--- src/rtl/controle_microondas.sv ---
// Microwave sequencing controller: owns the MM:SS BCD time register and the
// IDLE/RUN/PAUSE/DONE cooking state machine fed by keypad, buttons and a 1 Hz tick.
module controle_microondas #(
  parameter int DONE_TICKS = 3
) (
  input  logic       clk,
  input  logic       resetn,
  input  logic [3:0] D,
  input  logic       loadn,
  input  logic       pgt_1Hz,
  input  logic       startn,
  input  logic       stopn,
  input  logic       door_closed,
  output logic       enablen,
  output logic       mag_on,
  output logic       done,
  output logic [3:0] min_t,
  output logic [3:0] min_u,
  output logic [3:0] sec_t,
  output logic [3:0] sec_u,
  output logic [1:0] state
);

  typedef enum logic [1:0] {
    S_IDLE  = 2'd0,
    S_RUN   = 2'd1,
    S_PAUSE = 2'd2,
    S_DONE  = 2'd3
  } state_t;

  state_t     state_reg, state_next;
  logic [3:0] raw;
  logic [3:0] dly_reg;
  logic [3:0] evt_reg;
  logic [3:0] key_code_reg;
  logic       key_evt, start_evt, stop_evt, tick_evt;
  logic [3:0] tm_reg  [4];
  logic [3:0] tm_next [4];
  logic [3:0] dec_tm  [4];
  logic       time_zero, dec_zero;
  logic [1:0] cnt_reg, cnt_next;

  // pgt_1Hz is inverted so every event is a falling edge of its raw bit
  assign raw = {loadn, startn, stopn, ~pgt_1Hz};
  assign {key_evt, start_evt, stop_evt, tick_evt} = evt_reg;

  always_ff @(posedge clk or negedge resetn) begin
    if (!resetn) begin
      dly_reg      <= 4'hF;
      evt_reg      <= 4'h0;
      key_code_reg <= 4'h0;
    end else begin
      dly_reg <= raw;
      evt_reg <= dly_reg & ~raw;
      if (dly_reg[3] && !raw[3]) key_code_reg <= D;
    end
  end

  // BCD countdown with borrow; index 3 = min_t ... index 0 = sec_u
  always_comb begin
    dec_tm = tm_reg;
    if (tm_reg[0] != 4'd0) begin
      dec_tm[0] = tm_reg[0] - 4'd1;
    end else begin
      dec_tm[0] = 4'd9;
      if (tm_reg[1] != 4'd0) begin
        dec_tm[1] = tm_reg[1] - 4'd1;
      end else begin
        dec_tm[1] = 4'd5;
        if (tm_reg[2] != 4'd0) begin
          dec_tm[2] = tm_reg[2] - 4'd1;
        end else begin
          dec_tm[2] = 4'd9;
          dec_tm[3] = tm_reg[3] - 4'd1;
        end
      end
    end
  end

  assign time_zero = ((tm_reg[3] | tm_reg[2] | tm_reg[1] | tm_reg[0]) == 4'd0);
  assign dec_zero  = ((dec_tm[3] | dec_tm[2] | dec_tm[1] | dec_tm[0]) == 4'd0);

  always_comb begin
    state_next = state_reg;
    tm_next    = tm_reg;
    cnt_next   = cnt_reg;
    case (state_reg)
      S_IDLE: begin
        if (stop_evt) begin
          for (int i = 0; i < 4; i++) tm_next[i] = 4'd0;
        end else if (start_evt && door_closed && !time_zero) begin
          state_next = S_RUN;
        end else if (key_evt && key_code_reg <= 4'd9) begin
          tm_next[3] = tm_reg[2];
          tm_next[2] = tm_reg[1];
          tm_next[1] = tm_reg[0];
          tm_next[0] = key_code_reg;
        end
      end
      S_RUN: begin
        if (!door_closed || stop_evt) begin
          state_next = S_PAUSE;
        end else if (tick_evt && !time_zero) begin
          tm_next = dec_tm;
          if (dec_zero) begin
            state_next = S_DONE;
            cnt_next   = 2'd0;
          end
        end
      end
      S_PAUSE: begin
        if (stop_evt) begin
          state_next = S_IDLE;
          for (int i = 0; i < 4; i++) tm_next[i] = 4'd0;
        end else if (start_evt && door_closed) begin
          state_next = S_RUN;
        end
      end
      S_DONE: begin
        if (!door_closed || stop_evt) begin
          state_next = S_IDLE;
          cnt_next   = 2'd0;
        end else if (tick_evt) begin
          if (cnt_reg == 2'(DONE_TICKS - 1)) begin
            state_next = S_IDLE;
            cnt_next   = 2'd0;
          end else begin
            cnt_next = cnt_reg + 2'd1;
          end
        end
      end
      default: state_next = S_IDLE;
    endcase
  end

  // Outputs are registered from the next state so they track state_reg exactly
  always_ff @(posedge clk or negedge resetn) begin
    if (!resetn) begin
      state_reg <= S_IDLE;
      tm_reg    <= '{default: 4'd0};
      cnt_reg   <= 2'd0;
      enablen   <= 1'b0;
      mag_on    <= 1'b0;
      done      <= 1'b0;
    end else begin
      state_reg <= state_next;
      tm_reg    <= tm_next;
      cnt_reg   <= cnt_next;
      enablen   <= (state_next != S_IDLE);
      mag_on    <= (state_next == S_RUN);
      done      <= (state_next == S_DONE);
    end
  end

  assign min_t = tm_reg[3];
  assign min_u = tm_reg[2];
  assign sec_t = tm_reg[1];
  assign sec_u = tm_reg[0];
  assign state = state_reg;

endmodule

--- config.mk ---
export PLATFORM = sky130hd
export DESIGN_NAME = controle_microondas
export DESIGN_NICKNAME = d
export VERILOG_FILES = /design/src/rtl/controle_microondas.sv
export SDC_FILE = /design/constraint.sdc
export NUM_CORES = 1
export LEC_CHECK = 0
export ABC_AREA = 1
export CAP_MARGIN = 20
export CORE_MARGIN = 1.5
export CORE_UTILIZATION = 25
export CTS_CLUSTER_DIAMETER = 120
export DETAILED_ROUTE_END_ITERATION = 10
export MAX_ROUTING_LAYER = met4
export RECOVER_POWER = 50
export SKIP_LAST_GASP = 1
export SLEW_MARGIN = 10
export SYNTH_ARGS = -nofsm -noshare
export SYNTH_HDL_FRONTEND = slang
export SYNTH_SLANG_ARGS = --single-unit
--- constraint.sdc ---
create_clock -name clk -period 2.8 [get_ports clk]
set_clock_uncertainty 0.05 [all_clocks]
set_input_delay 0.56 -clock clk [delete_from_list [all_inputs] [get_ports clk]]
set_output_delay 0.56 -clock clk [all_outputs]
set_load 0.01 [all_outputs]
# After elaboration in Yosys (flattened, before gate mapping)
# Index checks and enable logic that the tools add are counted.
[totals]
wordCells = 91
out_inout_bits = 21
reg_bits = 35
in_bits = 11
[op_classes]
n_mux = 31
addsub = 5
magnitude_cmp = 1
eq_ne = 13
bitwise_logic = 9
n_reduce_logical = 20
[op_table]
columns = ["cell", "count"]
rows = [
  ["2-to-1 mux 16 bit", 6],
  ["case mux 16 bit (3 select lines)", 1],
  ["2-to-1 mux 2 bit", 16],
  ["OR 4 bit", 6],
  ["2-to-1 mux 4 bit", 4],
  ["subtractor 4 x 1 -> 4 bit, second input constant", 4],
  ["2-to-1 mux 12 bit", 1],
  ["nonzero test 4 bit", 3],
  ["!= test 3 bit, second input constant", 3],
  ["equality test 2 bit, second input constant", 4],
  ["zero test 4 bit", 2],
  ["2-to-1 mux 8 bit", 1],
  ["!= test 2 bit, second input constant", 4],
  ["case mux 2 bit (4 select lines)", 1],
  ["AND reduction 6 bit", 1],
  ["logical AND 1 bit", 5],
  ["AND reduction 5 bit", 1],
  ["bitwise AND 4 bit", 1],
  ["equality test 2 x 1 -> 1 bit, second input constant", 2],
  ["less-or-equal comparator 4 bit, second input constant", 1],
  ["inverter 4 bit", 1],
  ["case mux 2 bit (2 select lines)", 1],
  ["nonzero test 2 bit", 2],
  ["zero test 1 bit", 3],
  ["5 further kinds", 5],
]

# Depth between registers and ports, before layout
# Gate-level depths: netlist (run 1).
[depth]
depth_word = 13
ltp_mapped = 14
mapped_depth_nobuf = 14

# Least setup slack after synthesis (run 1)
# Ideal clock, no wire load.
[synth_timing]
path_type = "register to register"
start = "register tm_reg (netlist bit sec_u[1])"
end = "register enablen"
slack_ns = 0.972
path_stages_with_launch = 15
arrival_ns = 1.658
n_path_buf = 0
path_cell_list = "dfrtp_1 nor2_4 nand2_4 nor2_8 nand2_4 nor2_4 inv_1 nand2_1 inv_2 nand4_1 nand2_1 nand2_1 nand2_1 nand2_1 nand2_1"
[synth_between]
elab_chain_cells = 11
elab_cells_between_ends = 20
classes_between = "add/sub (1); mux (8); bitwise (4); reduce/logical (7)"
[synth_lines]
columns = ["item", "line", "text"]
rows = [
  ["start: declaration", "37", "logic [3:0] tm_reg [4];"],
  ["start signal: assignment", "147", "tm_reg <= tm_next;"],
  ["parallel branches: the longest is 9 deep, another holds subtractor 4 x 1 -> 4 bit", "--", ""],
  ["case mux 2 bit (4 select lines) (*)", "87", "case (state_reg)"],
  ["nonzero test 2 bit (*)", "149", "enablen <= (state_next != S_IDLE);"],
  ["end signal: assignment", "149", ""],
  ["end: declaration", "14", "output logic enablen,"],
]
# Every way passes the cells marked *.
# A chain may end at the register's enable or synchronous reset.

# Final worst setup path (run 1)
[layout_timing]
start = "register tm_reg (netlist bit sec_u[3])"
end = "register tm_reg (netlist bit sec_t[3])"
[layout_between]
elab_chain_cells = 6
elab_cells_between_ends = 16
classes_between = "eq/ne (2); mux (7); bitwise (1); reduce/logical (6)"
[layout_lines]
columns = ["item", "line", "text"]
rows = [
  ["OR 4 bit", "80", "assign time_zero = ((tm_reg[3] | tm_reg[2] | tm_reg[1] | tm_reg[0]) == 4'd0);"],
  ["zero test 4 bit", "80", ""],
  ["zero test 1 bit", "91, 103", ""],
  ["logical AND 1 bit (on tied branches)", "91, 103", ""],
  ["!= test 3 bit (no line) / != test 2 bit (equally long branches)", "--", ""],
  ["AND reduction 6 bit (no line)", "--", ""],
]
# Several ways; a longest one is shown, not always the timed one. The select of a mux whose other input is x is not followed.

==> qor.csv, run 1 <==
metric;value;unit
synth_edf_count;0;
gr-usage-all-layers;11.6;%
p_leak;1.15;nW
num_vias;1730;
drtAntennaViolNets;0;
overflow;0;
cp.arrival;2.40;ns
setup_ws;0.533;ns
drc;0;
n_antenna_cell;0;
die_x;92.1;µm
grt_antenna_before_repair;0;
netlist_area;0.00198;mm²
finalSetupTns;0;ns
synth_seq_cells;35;
critPathKind;register to register;
synthFlopType;dfrtp_1;
max_cap_violations;0;
n_fill_cell;835;
postCtsHoldBufs;0;
crit_slowest_cell;dfrtp_1;
ir_drop;0.286;mV
grt_max_degree;36;
clk_pin_slew;0.08;ns
status;complete, no violations;
clockRootBuffer;clkbuf_8;
die_height;92.1;µm
synth_seq_area_share;44.4;%
r2r-start;sec_u[3];
crit_chain;nor2_2 -> nand2_4 -> nor2_8 -> nand2_4 -> nor2_4 -> nor2_2 -> nand2_1 -> a21oi_1 -> nand2_2 -> inv_2 -> nand3_1 -> o21ai_0;
setup.worst_path.start;sec_u[3];
hp-start;dly_reg[2];
max_stage_delay;0.47;ns
synthToLayoutAreaGrowth;26.4;%
syn_avg_cell_area;7.69;µm²
crit_required;2.94;ns
first_pass_iters;4;
htreeDepth;2;
initial_core_util;25.8;%
clk_path_buf_depth;2;
ys_types;29;
clock-sinks;35;
wire_per_inst;11.1;µm
cp_max_fo;25;
place_hpwl;3280;µm
fmax;0.441;GHz
wirelength;4420;µm
ys_warn_count;0;
setup_viol;0;
power_density;1120;mW/mm²
report.final.hold_viol_count;0;
async_flop_share;100;%
place_congestion;0.826;
clkLatencyLatePin;0.30;ns
rows;32;
core;0.00769;mm²
fin_crit;2.27;ns
grt_pass1_vias;1662;
final_nets;310;
drive_above_1_share;10.2;%
syn_inst;258;
post-route-period-util;81.0;%
worstMarginPinSlew;0.856;ns
drtIter0Drc;79;
ios;32;
cts-resized-gates;0;
worst_setup_path_start_kind;register;
grt_pass1_wl;7620;µm
cts_buffers;5;
tritoncts;yes;
cp-end-kind;register;
syn-num-nets;274;
timing.slew.headroom;42.9;%
place_ws;0.495;ns
slew_violations;0;
portBuffers;31;
grt_setup_unrepaired;no;
hp-class;register to register;
vias_per_cell;4.36;
die_area;0.00848;mm²
cts_setup_buffers;0;
[routing by layer]
metal	up-vias	routed length (µm)	share of wire, %	global-route usage, %
li1	910	-	-	-
met4	0	84	1.9	4.62
met2	35	2050	46	18.5
met3	9	211	4.8	2.99
met1	776	2070	47	14.0
met5	-	0	0	-
[Yosys cell counts, drive strengths merged (2+ instances only)]
cell     n  area share (%)
nand4    4             1.3
buf      2            0.76
ha       5             3.2
dfrtp   31              39
clkbuf   2            0.38
a22oi   10             3.8
o21ai   30             7.9
nand2   73              15
a21oi    7             2.0
dfstp    4             5.3
nor2    30             7.6
o211ai   2            0.76
o22ai    3            0.95
xor2     2            0.88
or2      2            0.63
inv     37             7.0
a31oi    2            0.63
nand3   10             2.5
[where the power goes]
group	internal, mW	switching (mW)
sequential	0.639	0.148
clock	0.202	0.196
combinational	0.620	1.01
[stage by stage]
| stage | power [mW] | cells | utilization, % | hold WS, ns | area [µm²] |
|---|---|---|---|---|---|
| global placement | 2.42 | 389 | 31.4 | 0.398 | 2410 |
| global route | 3.09 | 397 | 32.6 | 0.423 | 2510 |
| CTS | 2.84 | 397 | 32.6 | 0.412 | 2510 |
| finish | 2.81 | 397 | 32.6 | 0.410 | 2510 |
| floorplan | 1.95 | 258 | - | 0.214 | 1980 |
| detailed placement | 2.44 | 389 | 31.4 | 0.399 | 2410 |
[final cells by class]
cell class / instances / area, µm² / area share (%)
Multi-Input combinational cell: 182 / 942 / 37.6
Clock buffer: 7 / 86.3 / 3.44
Inverter: 37 / 139 / 5.54
Timing Repair Buffer: 33 / 323 / 12.9
Sequential cell: 35 / 881 / 35.1
Tap cell: 102 / 128 / 5.09
Clock inverter: 1 / 8.76 / 0.349
[placed cells by master (no fill, tap or decap), types with 3 or more instances in the layout]
master	n
nor2_2	3
inv_1	35
clkbuf_8	6
o22ai_1	3
a21oi_1	6
dlygate4sd3_1	5
o21ai_0	10
dfstp_2	4
nor2_1	24
ha_1	5
o21ai_1	18
a22oi_1	10
nand2_1	69
nand3_1	10
clkdlybuf4s50_1	26
nand4_1	4
dfrtp_1	31
[kinds of logic (layout without fill, tap and decap cells)]
logic type / count (synthesis) / in the layout / synth area share [%]
AND/OR/NAND/NOR: 121 / 121 / 27.4
AO/OA/AOI/OAI: 54 / 54 / 16.0
buffers and inverters: 41 / 78 / 8.13
flip-flops: 35 / 35 / 44.4
adder cells (fa/ha/maj): 5 / 5 / 3.15
XOR/XNOR: 2 / 2 / 0.883
[worst max-delay path: cells and delay by family (launching register included)]
kind	cells	cell delay, ns
buf+inv	1	0.15
flops	1	0.47
simple gates	9	1.32
compound gates	2	0.14
[worst paths after layout]
path	depth (start not counted)	slack [ns]	endpoint
min reg2reg	2	0.41	evt_reg[2]
max reg2reg	12	0.53	sec_t[3]
max in group asynchronous	2	1.29	min_t[3]
min in group asynchronous	2	0.85	sec_t[0]
min	2	0.41	evt_reg[2]
max	12	0.53	sec_t[3]
Note: power is estimated with default switching activity, not from simulation.
==> inputs of run 2 (changes only) <==
==> constraint.sdc (replaced) <==
create_clock -name clk -period 2.07 [get_ports clk]
set_clock_uncertainty 0.05 [all_clocks]
set_input_delay 0.414 -clock clk [delete_from_list [all_inputs] [get_ports clk]]
set_output_delay 0.414 -clock clk [all_outputs]
set_load 0.01 [all_outputs]
==> qor.csv, run 2 (same netlist as run 1, synthesis figures left out) <==
metric;value;unit
finalSetupTns;0;ns
path_buf_inv;0;
fmax;0.521;GHz
die_x;92.1;µm
fin_crit;1.92;ns
clockRootBuffer;clkbuf_8;
synthToLayoutAreaGrowth;37.6;%
drive_above_1_share;19.6;%
report.final.hold_viol_count;0;
cpMostUsedCell;nand2_1;
cp-end-kind;register;
power_switching;1.98;mW
regArea;881;µm²
endpoint;mag_on;
core;0.00769;mm²
hp-class;register to register;
timing.slew.headroom;42.0;%
grt_pass1_vias;1760;
dp_cells;409;
place_hpwl;3610;µm
rows;32;
n_antenna_cell;0;
cts_buffers;5;
n_fill_cell;810;
hold_slack;0.410;ns
postCtsHoldBufs;0;
crit_family;simple AND/OR/NAND/NOR gates;
die_area;0.00848;mm²
critPathKind;register to register;
ir_drop;0.482;mV
min_path_cells;2;
grt_setup_unrepaired;yes;
final_common_cell;nand2_1;
drtAntennaViolNets;0;
p_seq_share;23.4;%
initial_core_util;25.8;%
die_height;92.1;µm
multi_input_area;976;µm²
final_nets;336;
grt_pass1_wl;7990;µm
final_cell_mix;nand2_1, inv_1, dfrtp_1, clkdlybuf4s50_1, buf_4;
p_comb_share;65.1;%
clk_path_buf_depth;2;
status;complete, no violations;
slew_violations;0;
reg2reg_to;mag_on;
p_int;2.29;mW
grt_antenna_before_repair;0;
cp.arrival;2.05;ns
setup_ws;0.152;ns
r2r_cells;12;
num_vias;1827;
htreeDepth;2;
ios;32;
drc;0;
portBuffers;31;
swShare;46.4;%
place_congestion;0.851;
clock-sinks;35;
reg2reg_slack;0.15;ns
post-route-period-util;92.7;%
power;4.26;mW
max_cap_violations;0;
max_stage_delay;0.41;ns
crit_slowest_cell;dfrtp_1;
crit_required;2.20;ns
cp.depth;12;
setup_viol;0;
overflow;0;
r2r-start;sec_u[0];
crit_chain;nor2_4 -> nand2_4 -> o21ai_2 -> nand2_1 -> nor2_1 -> nand2_1 -> nor2_2 -> nand4_1 -> nand2_1 -> nand2_1 -> a21oi_2 -> nor2_1;
first_pass_iters;4;
cp_max_fo;7;
worst_setup_path_start_kind;register;
p_leak;1.28;nW
wirelength;4790;µm
setup.worst_path.start;sec_u[0];
clk_pin_slew;0.07;ns
clkLatencyLatePin;0.29;ns
pwr-share-clk;11.6;%
power_density;1560;mW/mm²
vias_per_cell;4.32;
worstMarginPinSlew;0.870;ns
wire_per_inst;11.3;µm
drtIter0Drc;82;
tritoncts;yes;
finalNonFillerCells;423;
gr-usage-all-layers;12.2;%
place_ws;0.0374;ns
grt_max_degree;36;
-- run 2: timing repair --
item	4_1_cts	5_1_grt
resized for setup	0	11
buffers inserted	0	6
setup endpoints to repair	0	22
-- run 2: metal layers --
layer	wire length, µm	vias to the layer above	share of wire, %	GRT usage [%]
li1	-	957	-	-
met1	2280	829	48	14.8
met2	2250	32	47	19.4
met3	178	9	3.7	3.15
met4	76	0	1.6	4.87
met5	0	-	0	-
-- run 2: area by class of cell --
class	instances	area share (%)
Sequential cell	35	32.3
Multi-Input combinational cell	182	35.7
Timing Repair Buffer	59	19.1
Clock buffer	6	2.66
Clock inverter	2	0.458
Tap cell	102	4.67
Inverter	37	5.09
-- run 2: tightest hold or removal path, stage by stage, from the launching register on --
cell	delay, ns
dfstp_2	0.36
inv_1	0.04
nor2_1	0.03
-- run 2: how the worst min path moves through the flow --
| stage | start | end | slack [ns] |
|---|---|---|---|
| 2_1_floorplan | resetn | cnt_reg[0] | 0.07 |
| 3_3_place_gp | dly_reg[1] | evt_reg[1] | 0.40 |
| 3_5_place_dp | dly_reg[2] | evt_reg[2] | 0.40 |
| 4_1_cts | dly_reg[2] | evt_reg[2] | 0.41 |
| 5_1_grt | dly_reg[1] | evt_reg[1] | 0.43 |
| 6_report | dly_reg[2] | evt_reg[2] | 0.41 |
-- run 2: metrics by stage --
stage               util, %  instance area [µm²]
global placement       33.4                 2560
CTS                    34.5                 2650
finish                 35.5                 2730
global route           35.5                 2730
floorplan                 -                 1980
detailed placement     33.4                 2560
-- run 2: power groups by stage --
| stage | Clock [mW] | Combinational [mW] | Sequential, mW |
|---|---|---|---|
| 6_report | 0.493 | 2.77 | 0.997 |
| 3_3_place_gp | 0 | 2.52 | 1.00 |
| 2_1_floorplan | 0 | 1.54 | 1.10 |
| 3_5_place_dp | 0 | 2.55 | 1.00 |
| 5_1_grt | 0.538 | 3.06 | 1.02 |
| 4_1_cts | 0.505 | 2.56 | 0.990 |
==> edit: new RTL, settings of run 2 <==
Reset style: synchronous (`resetn`), changed in 2 clocked blocks.
--- a/src/rtl/controle_microondas.sv
+++ b/src/rtl/controle_microondas.sv
@@ -44,7 +44,7 @@
   assign raw = {loadn, startn, stopn, ~pgt_1Hz};
   assign {key_evt, start_evt, stop_evt, tick_evt} = evt_reg;
 
-  always_ff @(posedge clk or negedge resetn) begin
+  always_ff @(posedge clk) begin
     if (!resetn) begin
       dly_reg      <= 4'hF;
       evt_reg      <= 4'h0;
@@ -134,7 +134,7 @@
   end
 
   // Outputs are registered from the next state so they track state_reg exactly
-  always_ff @(posedge clk or negedge resetn) begin
+  always_ff @(posedge clk) begin
     if (!resetn) begin
       state_reg <= S_IDLE;
       tm_reg    <= '{default: 4'd0};
Formal check against the unedited RTL: differs if resetn is asserted again (counterexample within 4 cycles, from zero or initial values and one cycle with resetn low); with resetn held inactive, the same outputs for 10 cycles.
==> edit against run 2 <==
  * Sequential cell count did not move
  * Total power rose by 20%
  * Wire length rose by 13%
  * Area after synthesis fell by 0.32%
  * Sequential share of layout area fell by 6.7 points
  * Cell area rose by 1.2%
  * Setup slack improved by 0.0097 ns
  * Largest power group unchanged
==> edit: results <==
{
  "cts_buffers": 5,
  "ys_top_cells_by_count": "49 x nand2_1, 41 x inv_1, 35 x dfxtp_1, 27 x nor2_1, 25 x a21oi_1",
  "drt_pass1_iterations": 4,
  "synth_xor_area_frac": 0.004428,
  "synthDistinctLibCells": 35,
  "min_to": "evt_reg[0]$_SDFF_PN0_",
  "muxShareOfSynthArea": 0,
  "hp-start": "dly_reg[0]$_SDFF_PN1_",
  "gp_congestion": 0.8981,
  "cts_root_buffer": "clkbuf_8",
  "p_leak_nw": 1.233,
  "swShare": 0.4801,
  "startpoint": "sec_u[1]$_SDFFE_PN0P_",
  "path_clk_slew_ns": 0.08,
  "antennaDiodeCount": 0,
  "slowest_delay_ns": 0.34,
  "holdWs_ns": 0.3596,
  "nets": 359,
  "dr_total_vias": 2082,
  "ir_drop_uv": 428.2,
  "ys_seq_area_frac": 0.3542,
  "dpl_cell_area_mm2": 0.002535,
  "viasPerCell": 4.668,
  "yosysWarnings": 0,
  "drtIter0Drc": 183,
  "clk_latency_ns": 0.30,
  "grt_pass1_vias": 1921,
  "worstPathArrival_ns": 2.05,
  "ctsResizeCount": 0,
  "relSlewSlack": 0.8129,
  "worstReg2RegEnd": "mag_on$_SDFF_PN0_",
  "cp_max_fo": 8,
  "drive_gt1_frac": 0.2064,
  "syn_inst": 283,
  "grt_pass1_wl_mm": 8.811,
  "synth_area_leaders": "dfxtp_1 35%, nand2_1 9.3%, inv_1 7.8%, a21oi_1 6.3%, o21ai_0 5.6%",
  "grt_max_degree": 20,
  "async_flop_share": 0,
  "synth.net_count": 299,
  "post-cts-setup-buffer-count": 0,
  "cp_slowest_cell": "dfxtp_2",
  "status": "finished clean",
  "hold_path_class": "reg -> reg",
  "internal-power_mw": 2.655,
  "place_inst": 430,
  "seq_cell_power_mw": 1.09,
  "r2r_cells": 14,
  "track_usage": 0.1342,
  "synth_compound_gate_area_share": 0.2195,
  "synth_edf_count": 0,
  "cp_top_family": "simple AND/OR/NAND/NOR gates",
  "htreeDepth": 2,
  "dpl_worst_slack_ns": 0.04183,
  "hold_depth": 2,
  "dp.final_hpwl_mm": 3.968,
  "yosys.area_share.adder": 0.03163,
  "wl_mm": 5.413,
  "power_frac_clock": 0.110,
  "portBuffers": 31
}
[edit: changes by cell type after synthesis, sizes merged, moves of 3 or more]
cell / change
dfrtp: -31
nand3: +6
dfxtp: +35
a31oi: +3
a21oi: +19
a32oi: +7
o32ai: +3
a22oi: -10
nor2: +3
nand2: -18
inv: +8
dfstp: -4
[edit: through the flow]
stage | setup TNS, ns | util
finish | 0 | 0.3594
global route | -0.01910 | 0.3594
CTS | 0 | 0.3428
detailed placement | 0 | 0.3298
global placement | 0 | 0.3298
floorplan | 0 | -
[edit: layout make-up]
cell class | instances | area, µm²
multi-input combinational | 197 | 1136
timing repair buffer | 59 | 520.5
clock buffer | 8 | 100.1
tap | 102 | 127.6
fill | 838 | 4925
sequential | 35 | 706.9
inverter | 45 | 171.4
[edit: per-layer routing]
layer	track usage	share of wire	routed length, µm	vias to the layer above
li1	-	-	-	1068
met1	0.1692	0.46	2513	950
met2	0.2117	0.47	2563	56
met3	0.02570	0.047	254	8
met4	0.05256	0.015	82	0
met5	-	0	0	-
